## config.mk

```make
export PLATFORM = sky130hd
export DESIGN_NAME = shift_register_burst
export DESIGN_NICKNAME = d
export VERILOG_FILES = /design/src/rtl/shift_register_pkg.sv /design/src/rtl/shift_burst_ctrl.sv /design/src/rtl/shift_register_burst.sv
export SDC_FILE = /design/constraint.sdc
export NUM_CORES = 1
export LEC_CHECK = 0
export BUFFER_PORTS_ARGS = -buffer_cell sky130_fd_sc_hd__buf_2
export CAP_MARGIN = 0
export CORE_MARGIN = 1
export CORE_UTILIZATION = 25
export DETAILED_ROUTE_END_ITERATION = 12
export HOLD_SLACK_MARGIN = 0.15
export PLACE_DENSITY = 0.49
export SLEW_MARGIN = 15
export SYNTH_ARGS = -nofsm -noshare
export SYNTH_HDL_FRONTEND = slang
export SYNTH_SLANG_ARGS = --single-unit
```

## constraint.sdc

```tcl
create_clock -name clk -period 3.3 [get_ports clk]
set_input_delay 0.66 -clock clk [delete_from_list [all_inputs] [get_ports clk]]
set_output_delay 0.66 -clock clk [all_outputs]
set_load 0.01 [all_outputs]
```

## src/rtl/shift_register_pkg.sv

```systemverilog
`default_nettype none
// ============================================================================
//  Module      : shift_register_pkg
//  Description : Operation encoding and burst FSM state type shared by the
//                burst-capable shift register and its controller.
//  Revision    : 1.0 - initial release
// ============================================================================
package shift_register_pkg;

   localparam logic [1:0] MODE_SHIFT  = 2'b00;
   localparam logic [1:0] MODE_ROTATE = 2'b01;
   localparam logic [1:0] MODE_LOAD   = 2'b10;
   localparam logic [1:0] MODE_HOLD   = 2'b11;

   typedef enum logic [1:0] {
      ST_IDLE = 2'd0,
      ST_RUN  = 2'd1,
      ST_DONE = 2'd2
   } state_t;

endpackage : shift_register_pkg
`default_nettype wire

```

## src/rtl/shift_burst_ctrl.sv

```systemverilog
`default_nettype none
// ============================================================================
//  Module      : shift_burst_ctrl
//  Description : Burst sequencer; selects the per-cycle operation (live
//                inputs in IDLE, latched mode/dir in RUN) and flags busy/done.
//  Revision    : 1.0 - initial release
// ============================================================================
module shift_burst_ctrl
   import shift_register_pkg::*;
#(
   parameter int CNT_W = 9
) (
   input  logic             clk,
   input  logic             rst,
   input  logic             en_i,
   input  logic [1:0]       mode_i,
   input  logic             dir_i,
   input  logic             burst_start_i,
   input  logic [CNT_W-1:0] burst_len_i,
   output logic             op_valid_o,
   output logic [1:0]       op_mode_o,
   output logic             op_dir_o,
   output logic             busy_o,
   output logic             done_o
);

   state_t           state_q, state_d;
   logic [CNT_W-1:0] count_q, count_d;
   logic [1:0]       mode_eff_q, mode_eff_d;
   logic             dir_eff_q, dir_eff_d;

   always_ff @(posedge clk) begin
      if (rst) begin
         state_q    <= ST_IDLE;
         count_q    <= '0;
         mode_eff_q <= MODE_SHIFT;
         dir_eff_q  <= 1'b0;
      end else begin
         state_q    <= state_d;
         count_q    <= count_d;
         mode_eff_q <= mode_eff_d;
         dir_eff_q  <= dir_eff_d;
      end
   end

   always_comb begin
      state_d    = state_q;
      count_d    = count_q;
      mode_eff_d = mode_eff_q;
      dir_eff_d  = dir_eff_q;
      op_valid_o = 1'b0;
      op_mode_o  = mode_i;
      op_dir_o   = dir_i;
      case (state_q)
         ST_IDLE: begin
            // A burst request pre-empts any en-driven operation this cycle
            if (burst_start_i) begin
               if (burst_len_i != '0) begin
                  mode_eff_d = mode_i;
                  dir_eff_d  = dir_i;
                  count_d    = burst_len_i;
                  state_d    = ST_RUN;
               end else begin
                  state_d    = ST_DONE;
               end
            end else begin
               op_valid_o = en_i;
            end
         end
         ST_RUN: begin
            op_valid_o = 1'b1;
            op_mode_o  = mode_eff_q;
            op_dir_o   = dir_eff_q;
            count_d    = count_q - CNT_W'(1);
            if (count_q == CNT_W'(1)) begin
               state_d = ST_DONE;
            end
         end
         ST_DONE: begin
            op_mode_o = mode_eff_q;
            op_dir_o  = dir_eff_q;
            state_d   = ST_IDLE;
         end
         default: begin
            state_d = ST_IDLE;
         end
      endcase
   end

   assign busy_o = (state_q != ST_IDLE);
   assign done_o = (state_q == ST_DONE);

endmodule : shift_burst_ctrl
`default_nettype wire

```

## src/rtl/shift_register_burst.sv

```systemverilog
`default_nettype none
// ============================================================================
//  Module      : shift_register_burst
//  Description : DEPTH x WIDTH shift/rotate/load register with an autonomous
//                multi-step burst mode driven by shift_burst_ctrl.
//  Revision    : 1.0 - initial release
// ============================================================================
module shift_register_burst
   import shift_register_pkg::*;
#(
   parameter int DEPTH = 256,
   parameter int WIDTH = 1
) (
   input  logic                         clk,
   input  logic                         rst,
   input  logic                         en,
   input  logic [1:0]                   mode,
   input  logic                         shift_dir,
   input  logic [WIDTH-1:0]             din,
   input  logic [DEPTH*WIDTH-1:0]       load_data,
   input  logic                         burst_start,
   input  logic [$clog2(DEPTH+1)-1:0]   burst_len,
   output logic [WIDTH-1:0]             dout,
   output logic [DEPTH*WIDTH-1:0]       par_out,
   output logic                         busy,
   output logic                         done
);

   localparam int CNT_W = $clog2(DEPTH+1);

   logic [DEPTH*WIDTH-1:0] data_q, data_d;
   logic                   w_op_valid;
   logic [1:0]             w_op_mode;
   logic                   w_op_dir;
   logic [WIDTH-1:0]       w_in;
   logic [WIDTH-1:0]       w_low;
   logic [WIDTH-1:0]       w_high;

   shift_burst_ctrl #(
      .CNT_W (CNT_W)
   ) u_ctrl (
      .clk           (clk),
      .rst           (rst),
      .en_i          (en),
      .mode_i        (mode),
      .dir_i         (shift_dir),
      .burst_start_i (burst_start),
      .burst_len_i   (burst_len),
      .op_valid_o    (w_op_valid),
      .op_mode_o     (w_op_mode),
      .op_dir_o      (w_op_dir),
      .busy_o        (busy),
      .done_o        (done)
   );

   assign w_low  = data_q[WIDTH-1:0];
   assign w_high = data_q[DEPTH*WIDTH-1 -: WIDTH];

   always_comb begin
      data_d = data_q;
      w_in   = din;
      // Rotation feeds back the entry leaving the far end
      if (w_op_mode == MODE_ROTATE) begin
         w_in = w_op_dir ? w_low : w_high;
      end
      if (w_op_valid) begin
         case (w_op_mode)
            MODE_SHIFT, MODE_ROTATE: begin
               if (w_op_dir) begin
                  data_d = {w_in, data_q[DEPTH*WIDTH-1:WIDTH]};
               end else begin
                  data_d = {data_q[(DEPTH-1)*WIDTH-1:0], w_in};
               end
            end
            MODE_LOAD: data_d = load_data;
            default:   data_d = data_q;
         endcase
      end
   end

   always_ff @(posedge clk) begin
      if (rst) begin
         data_q <= '0;
      end else begin
         data_q <= data_d;
      end
   end

   // Outside IDLE the controller reports the latched burst direction
   assign dout    = w_op_dir ? w_low : w_high;
   assign par_out = data_q;

endmodule : shift_register_burst
`default_nettype wire
```

==> summary.md, run 1 <==
| Metric | Value |
|---|---|
| Status | `finished clean` |
| Relative slew slack | `46.5%` |
| Crit end category | `output pin` |
| Worst EP arrival | `2.44 ns` |
| Total global-route track usage | `17.0%` |
| GRT Residual Overflow | `0` |
| Std-Cell Core Area | `between 0.05 and 0.06 mm^2` |
| Cells along the critical path | `inv_1, ha_1, mux2i_4, mux2_2, buf_2` |
| Die footprint | `0.0569 mm^2` |
| Yosys cell types | `38` |
| Setup TNS | `0 ns` |
| Cell area power density | `545 mW/mm^2` |
| Sequential-to-total area share from yosys stat | `38.6%` |
| Gate power share | `24.0%` |
| Max-Cap Viols | `0` |
| Worst Tran Pin Value | `0.795 ns` |
| Clock Tree Root | `clkbuf_16` |
| Post-DR wirelength/cell | `16.7 um` |
| Dpl ws | `0.515 ns` |
| Tcrit/Tclk final | `93.9%` |
| Number of enable flip-flop cells after synthesis | `0` |
| Syn nets | `~2.1k` |
| Post-Syn Area per Cell | `a little under 8 um^2` |
| Via count | `14.2k` |
| Vias in the first global route | `13.5k` |
| Core Util, Final | `33.4%` |
| Sw power | `about 3.2 mW` |
| Post-cts resize count | `0` |
| Count of pins over their slew limit | `0` |
| Critical Path RT | `2.64 ns` |
| Worst-Skew Late Latency | `0.53 ns` |
| Worst path max stage delay | `0.54 ns` |
| First-pass GRT wire length | `77800 um` |
| Hold Startpoint | `load_data[58]` |
| Hold buffer count at cts | `0` |
| Vias per cell | `4.65` |
| CTS tree | `done` |
| Reg power frac | `36.5%` |
| Die H | `239 um` |
| Detailed Routing Iterations Pass 1 | `5` |
| Clock transition at path regs | `0.06 ns` |
| DIE WIDTH | `239 um` |
| Hold Path Class | `in -> reg` |
| F_max | `roughly 320 MHz` |
| DP Cell Count | `2982` |
| DP HPWL | `between 30000 and 40000 um` |
| Antenna violations before repair | `16` |
| Switching Share | `31.9%` |
| Post-route ant nets | `0` |
| Int Pwr | `6.86 mW` |
| RR Startpoint | `u_ctrl.state_q[1]$_SDFFE_PP0P_` |
| Largest net degree at the start of global routing | `113` |
| Htree depth | `2` |
| Final Non-Filler Cells | `around 3.1k` |
| Post-synthesis cell area | `0.0140 mm^2` |
| I/O pins | `532` |
| Worst Reg-to-Reg Cells | `9` |
| Clock sinks | `270` |
| Layout cells sized above 1 | `~28%` |
| Critical path launch point type | `register` |
| Area Growth Syn to Fin | `31.9%` |
| Drt initial violations | `797` |
| Main flop type after synthesis | `dfxtp_1` |
| CP Max Fanout | `9` |
| FP Rows | `86` |
| Yosys reg bits | `270` |
| Setup violators final | `0` |
| Post-route setup slack | `0.202 ns` |
| Initial cell density of the core | `about a quarter` |
| Clock Tree Buf Depth | `3` |
| Clock share of power | `39.5%` |
| Hold Path Depth | `3` |
| Min Hold Slack | `0.390 ns` |
| Clock Skews | `0.0104 ns` |
| Hold Fails Final Rpt | `0` |
| Max VDD drop | `279 uV` |
| Aggregate routed wire length | `51000 um` |
| Post-CTS setup buffers | `0` |
| LEAKAGE | `8.85 nW` |
| Input/output buffers | `531` |
| Worst Setup Path Type | `reg -> out` |
| Final GP Congestion | `0.834` |
| Flop2flop setup slack | `roughly 0.52 ns` |
| Yosys Warn Count | `0` |
| RSZ-0062 raised after global routing | `no` |
| Gate Count Post-Synth | `roughly 1.8k` |
| Residual DRC count | `0` |
| Async set-or-reset flop fraction in the synthesized netlist | `0%` |
| Start point of the critical path | `u_ctrl.state_q[1]$_SDFFE_PP0P_` |
| Slowest stage cell, crit path | `ha_1` |
| Nets | `between 2k and 3k` |
| Crit path time final | `3.10 ns` |
| CTS Buf Count | `36` |
critical path: cells and delay by family, from the launching register on:
kind	cells	cell delay, ns
multiplexers	2	0.78
buffers and inverters	2	0.23
flip-flops	1	0.35
adder cells (fa/ha/maj)	1	0.54
power groups by stage:
| stage | sequential [mW] | combinational [mW] | clock, mW |
|---|---|---|---|
| after floorplan | 3.76 | 1.65 | 0 |
| after global placement | 3.74 | 2.41 | 0 |
| after detailed placement | 3.75 | 2.43 | 0 |
| after CTS | 3.68 | 2.43 | 4.11 |
| after global routing | 3.71 | 2.65 | 4.25 |
| final | 3.67 | 2.41 | 3.98 |
cell usage after synthesis, drive strengths merged (2+ instances only):
| cell | count | area, um^2 |
|---|---|---|
| a31oi | 4 | 31.3 |
| o21ai | 266 | 1330 |
| nor3 | 3 | 15.0 |
| buf | 99 | 668 |
| inv | 11 | 41.3 |
| nor4 | 3 | 25.0 |
| dfxtp | 270 | 5410 |
| nand3 | 9 | 45.0 |
| nand3b | 2 | 15.0 |
| nand2b | 9 | 56.3 |
| o2bb2ai | 2 | 17.5 |
| ha | 5 | 62.6 |
| o32ai | 2 | 17.5 |
| mux2i | 258 | 2580 |
| clkbuf | 49 | 191 |
| a21oi | 272 | 1370 |
| o211ai | 2 | 15.0 |
| a21o | 2 | 15.0 |
| nand2 | 269 | 1010 |
| nor2 | 265 | 995 |
per-stage QoR:
step,total power [mW],cell area [um^2]
floorplan,5.41,14000
global placement,6.14,17200
detailed placement,6.18,17200
CTS,10.2,18400
global route,10.6,18500
finish,10.1,18500
sequential cells by signal, indices dropped and copies added (netlist names):
| name | count |
|---|---|
| u_ctrl.dir_eff_q | 1 |
| u_ctrl.state_q | 2 |
| u_ctrl.count_q | 9 |
| par_out | 256 |
| u_ctrl.mode_eff_q | 2 |
worst paths after layout:
kind / end
min: par_out[58]$_SDFFE_PP0P_
max reg2reg: par_out[168]$_SDFFE_PP0P_
max: dout
min reg2reg: u_ctrl.count_q[8]$_SDFFE_PP0P_
area by class of cell:
type	count	area (um^2)
Antenna cell	13	32.5
Clock buffer	52	1050
Clock inverter	10	133
Fill cell	5960	36700
Inverter	11	41.3
Multi-Input combinational cell	1382	7730
Sequential cell	270	5410
Tap cell	748	936
Timing Repair Buffer	571	3130
cell usage in the layout, fill, tap and decap left out, drive strengths merged, types with 2 or more instances in the layout:
cell type / instances
buf: 571
a21oi: 272
dfxtp: 270
nand2: 269
o21ai: 266
nor2: 265
mux2i: 258
clkbuf: 52
diode: 13
inv: 13
nand3: 9
nand2b: 9
ha: 5
clkinv: 5
a31oi: 4
nor3: 3
bufinv: 3
nor4: 3
o32ai: 2
o2bb2ai: 2
nand3b: 2
o211ai: 2
a21o: 2
kinds of logic after synthesis:
logic type / share of synthesized area (%)
buffers and inverters: 6.44
AOI/OAI and AO/OA: 20.4
DFF: 38.6
adders and majority gates: 0.447
and+or+nand+nor: 15.6
muxes: 18.5
layer usage:
metal / global-route usage, % / up-vias / wire length [um]
met4: 5.67 / 4 / 1310
li1: - / 7160 / -
met1: 21.9 / 6579 / 22500
met2: 27.5 / 401 / 23900
met5: 0 / - / 22
met3: 4.40 / 76 / 3270
No activity file was read; power rests on OpenSTA's default activity.
==> run 2: changes to the inputs <==
--- a/config.mk
+++ b/config.mk
@@ -7,11 +7,11 @@
 export LEC_CHECK = 0
 export BUFFER_PORTS_ARGS = -buffer_cell sky130_fd_sc_hd__buf_2
 export CAP_MARGIN = 0
-export CORE_MARGIN = 1
-export CORE_UTILIZATION = 25
+export CORE_AREA = 2 2 207 209
 export DETAILED_ROUTE_END_ITERATION = 12
+export DIE_AREA = 0 0 209 211
 export HOLD_SLACK_MARGIN = 0.15
-export PLACE_DENSITY = 0.49
+export PLACE_DENSITY = 0.61
 export SLEW_MARGIN = 15
 export SYNTH_ARGS = -nofsm -noshare
 export SYNTH_HDL_FRONTEND = slang
==> run 2 against run 1 <==
Via count up 0.12%. Sequential power barely moved. Clock skew decreased by 0.0017 ns. Routed wire length down 8.4%. First-iteration DRC count grew 19%. Clock power shrank 5.0%. Largest power group unchanged. Critical path type unchanged. Fmax up 0.20%. Combinational power down 2%. Die area down 23%. Critical endpoint unchanged. Critical path depth is the same. Flip-flop and latch count stayed put. Setup slack better by 0.0060 ns.
==> summary.md, run 2 (same netlist as run 1, synthesis figures left out) <==
| Metric | Value |
|---|---|
| Setup TNS | `0 ns` |
| Die H | `211 um` |
| Residual DRC count | `0` |
| Relative slew slack | `46.1%` |
| Initial cell density of the core | `33.5%` |
| Hold buffer count at cts | `0` |
| Crit path time final | `3.09 ns` |
| CP Max Fanout | `9` |
| GR Util met1 | `about a quarter` |
| Max reg flops | `256` |
| Clock sinks | `between 200 and 300` |
| Aggregate routed wire length | `46700 um` |
| Max-Cap Viols | `0` |
| Post-DR wirelength/cell | `16.5 um` |
| Post-route ant nets | `0` |
| Min Hold Slack | `around 0.40 ns` |
| Htree depth | `2` |
| Critical Path RT | `~2.6 ns` |
| RSZ-0062 raised after global routing | `no` |
| Tcrit/Tclk final | `93.7%` |
| GRT Residual Overflow | `0` |
| Worst-Skew Late Latency | `0.52 ns` |
| Clock Skews | `0.00867 ns` |
| FP Rows | `75` |
| Worst path max stage delay | `0.52 ns` |
| Status | `finished clean` |
| Final GP Congestion | `roughly 0.89` |
| Cell area power density | `544 mW/mm^2` |
| Nets | `roughly 2.5k` |
| Met2 Use GR | `around a third` |
| Worst EP arrival | `2.43 ns` |
| Cells along the critical path | `inv_1, ha_1, mux2i_4, mux2_2, buf_2` |
| Worst Tran Pin Value | `0.800 ns` |
| Hold Path Class | `in -> reg` |
| DP HPWL | `33500 um` |
| Post-CTS setup buffers | `0` |
| Largest net degree at the start of global routing | `143` |
| Max VDD drop | `318 uV` |
| CTS tree | `done` |
| Vias per cell | `5.03` |
| Count of pins over their slew limit | `0` |
| Antenna violations before repair | `5` |
| Most common cell after layout, fill and taps aside | `buf_2` |
| Setup violators final | `0` |
| Met3 Usage GRT | `4.10%` |
| WP buf/inv | `2` |
| Clock Tree Root | `clkbuf_16` |
| Post-cts resize count | `0` |
| CTS Buf Count | `34` |
| LEAKAGE | `8.77 nW` |
| Area Growth Syn to Fin | `29.1%` |
| Drt initial violations | `951` |
| Commonest cells after routing, fill and taps aside | `buf_2, a21oi_1, dfxtp_1` |
| Critical path launch point type | `register` |
| Top Usage Layer GRT | `met2` |
| First-pass GRT wire length | `about 72000 um` |
| DIE WIDTH | `209 um` |
| Slowest stage cell, crit path | `ha_1` |
| Worst Setup Path Type | `reg -> out` |
| I/O pins | `about 530` |
| Total global-route track usage | `20.0%` |
| Detailed Routing Iterations Pass 1 | `8` |
| Layout cells sized above 1 | `27.2%` |
| Std-Cell Core Area | `0.0418 mm^2` |
| Largest delay share family, worst path | `multiplexers` |
| Die footprint | `around 0.044 mm^2` |
| Clock transition at path regs | `0.06 ns` |
| Clock Tree Buf Depth | `3` |
| Input/output buffers | `531` |
| Via count | `14.2k` |
| Hold Fails Final Rpt | `0` |
| F_max | `323 MHz` |
| Vias in the first global route | `around 13k` |
| Crit end category | `output pin` |
-- run 2: path summary, 6_finish.rpt --
check | from | endpoint | slack (ns) | cells past startpoint
max | u_ctrl.state_q[1]$_SDFFE_PP0P_ | dout | 0.21 | 5
max reg2reg | u_ctrl.state_q[1]$_SDFFE_PP0P_ | par_out[136]$_SDFFE_PP0P_ | 0.56 | 9
min | load_data[56] | par_out[56]$_SDFFE_PP0P_ | 0.40 | 3
min reg2reg | u_ctrl.count_q[7]$_SDFFE_PP0P_ | u_ctrl.count_q[7]$_SDFFE_PP0P_ | 0.48 | 2
-- run 2: area by class of cell --
class	instances	area, um^2
fillers	4225	23700
multi-input cells	1382	7730
flip-flops and latches	270	5410
repair buffers	560	3060
clock buffers	51	1040
well taps	539	674
clock inverters	10	106
inverters	11	41.3
diodes	5	12.5
-- run 2: metrics by stage --
stage               utilization (%)  instance area, um^2  worst slack (ns)  total power, mW  cells
floorplan                         -                14000             0.879             5.41   1811
global placement               40.5                16900             0.660             6.06   2762
detailed placement             40.5                16900             0.578             6.10   2762
CTS                            43.2                18100             0.153             9.94   2823
global route                   43.3                18100            0.0705             10.3   2827
finish                         43.3                18100             0.208             9.82   2828
-- run 2: power by group --
group,leakage [nW],switching [mW],total [mW],internal [mW]
logic,6.02,1.41,2.36,0.945
clock network,0.565,1.45,3.78,2.33
registers,2.18,0.224,3.68,3.45
total,8.77,3.09,9.82,6.73
-- run 2: worst reg2reg max path: stages, from the launching register on --
cell	delay, ns
dfxtp_1	0.35
inv_1	0.07
ha_1	0.52
mux2i_4	0.43
buf_12	0.33
buf_4	0.40
mux2i_1	0.23
nor2_1	0.06
a21oi_1	0.15
o21ai_0	0.09
-- run 2: layer usage --
metal | part of all wire, % | up-vias
met2 | 47 | 457
met1 | 43 | 6560
met3 | 5.6 | 102
met4 | 3.7 | 2
li1 | - | 7116
met5 | 0.028 | -
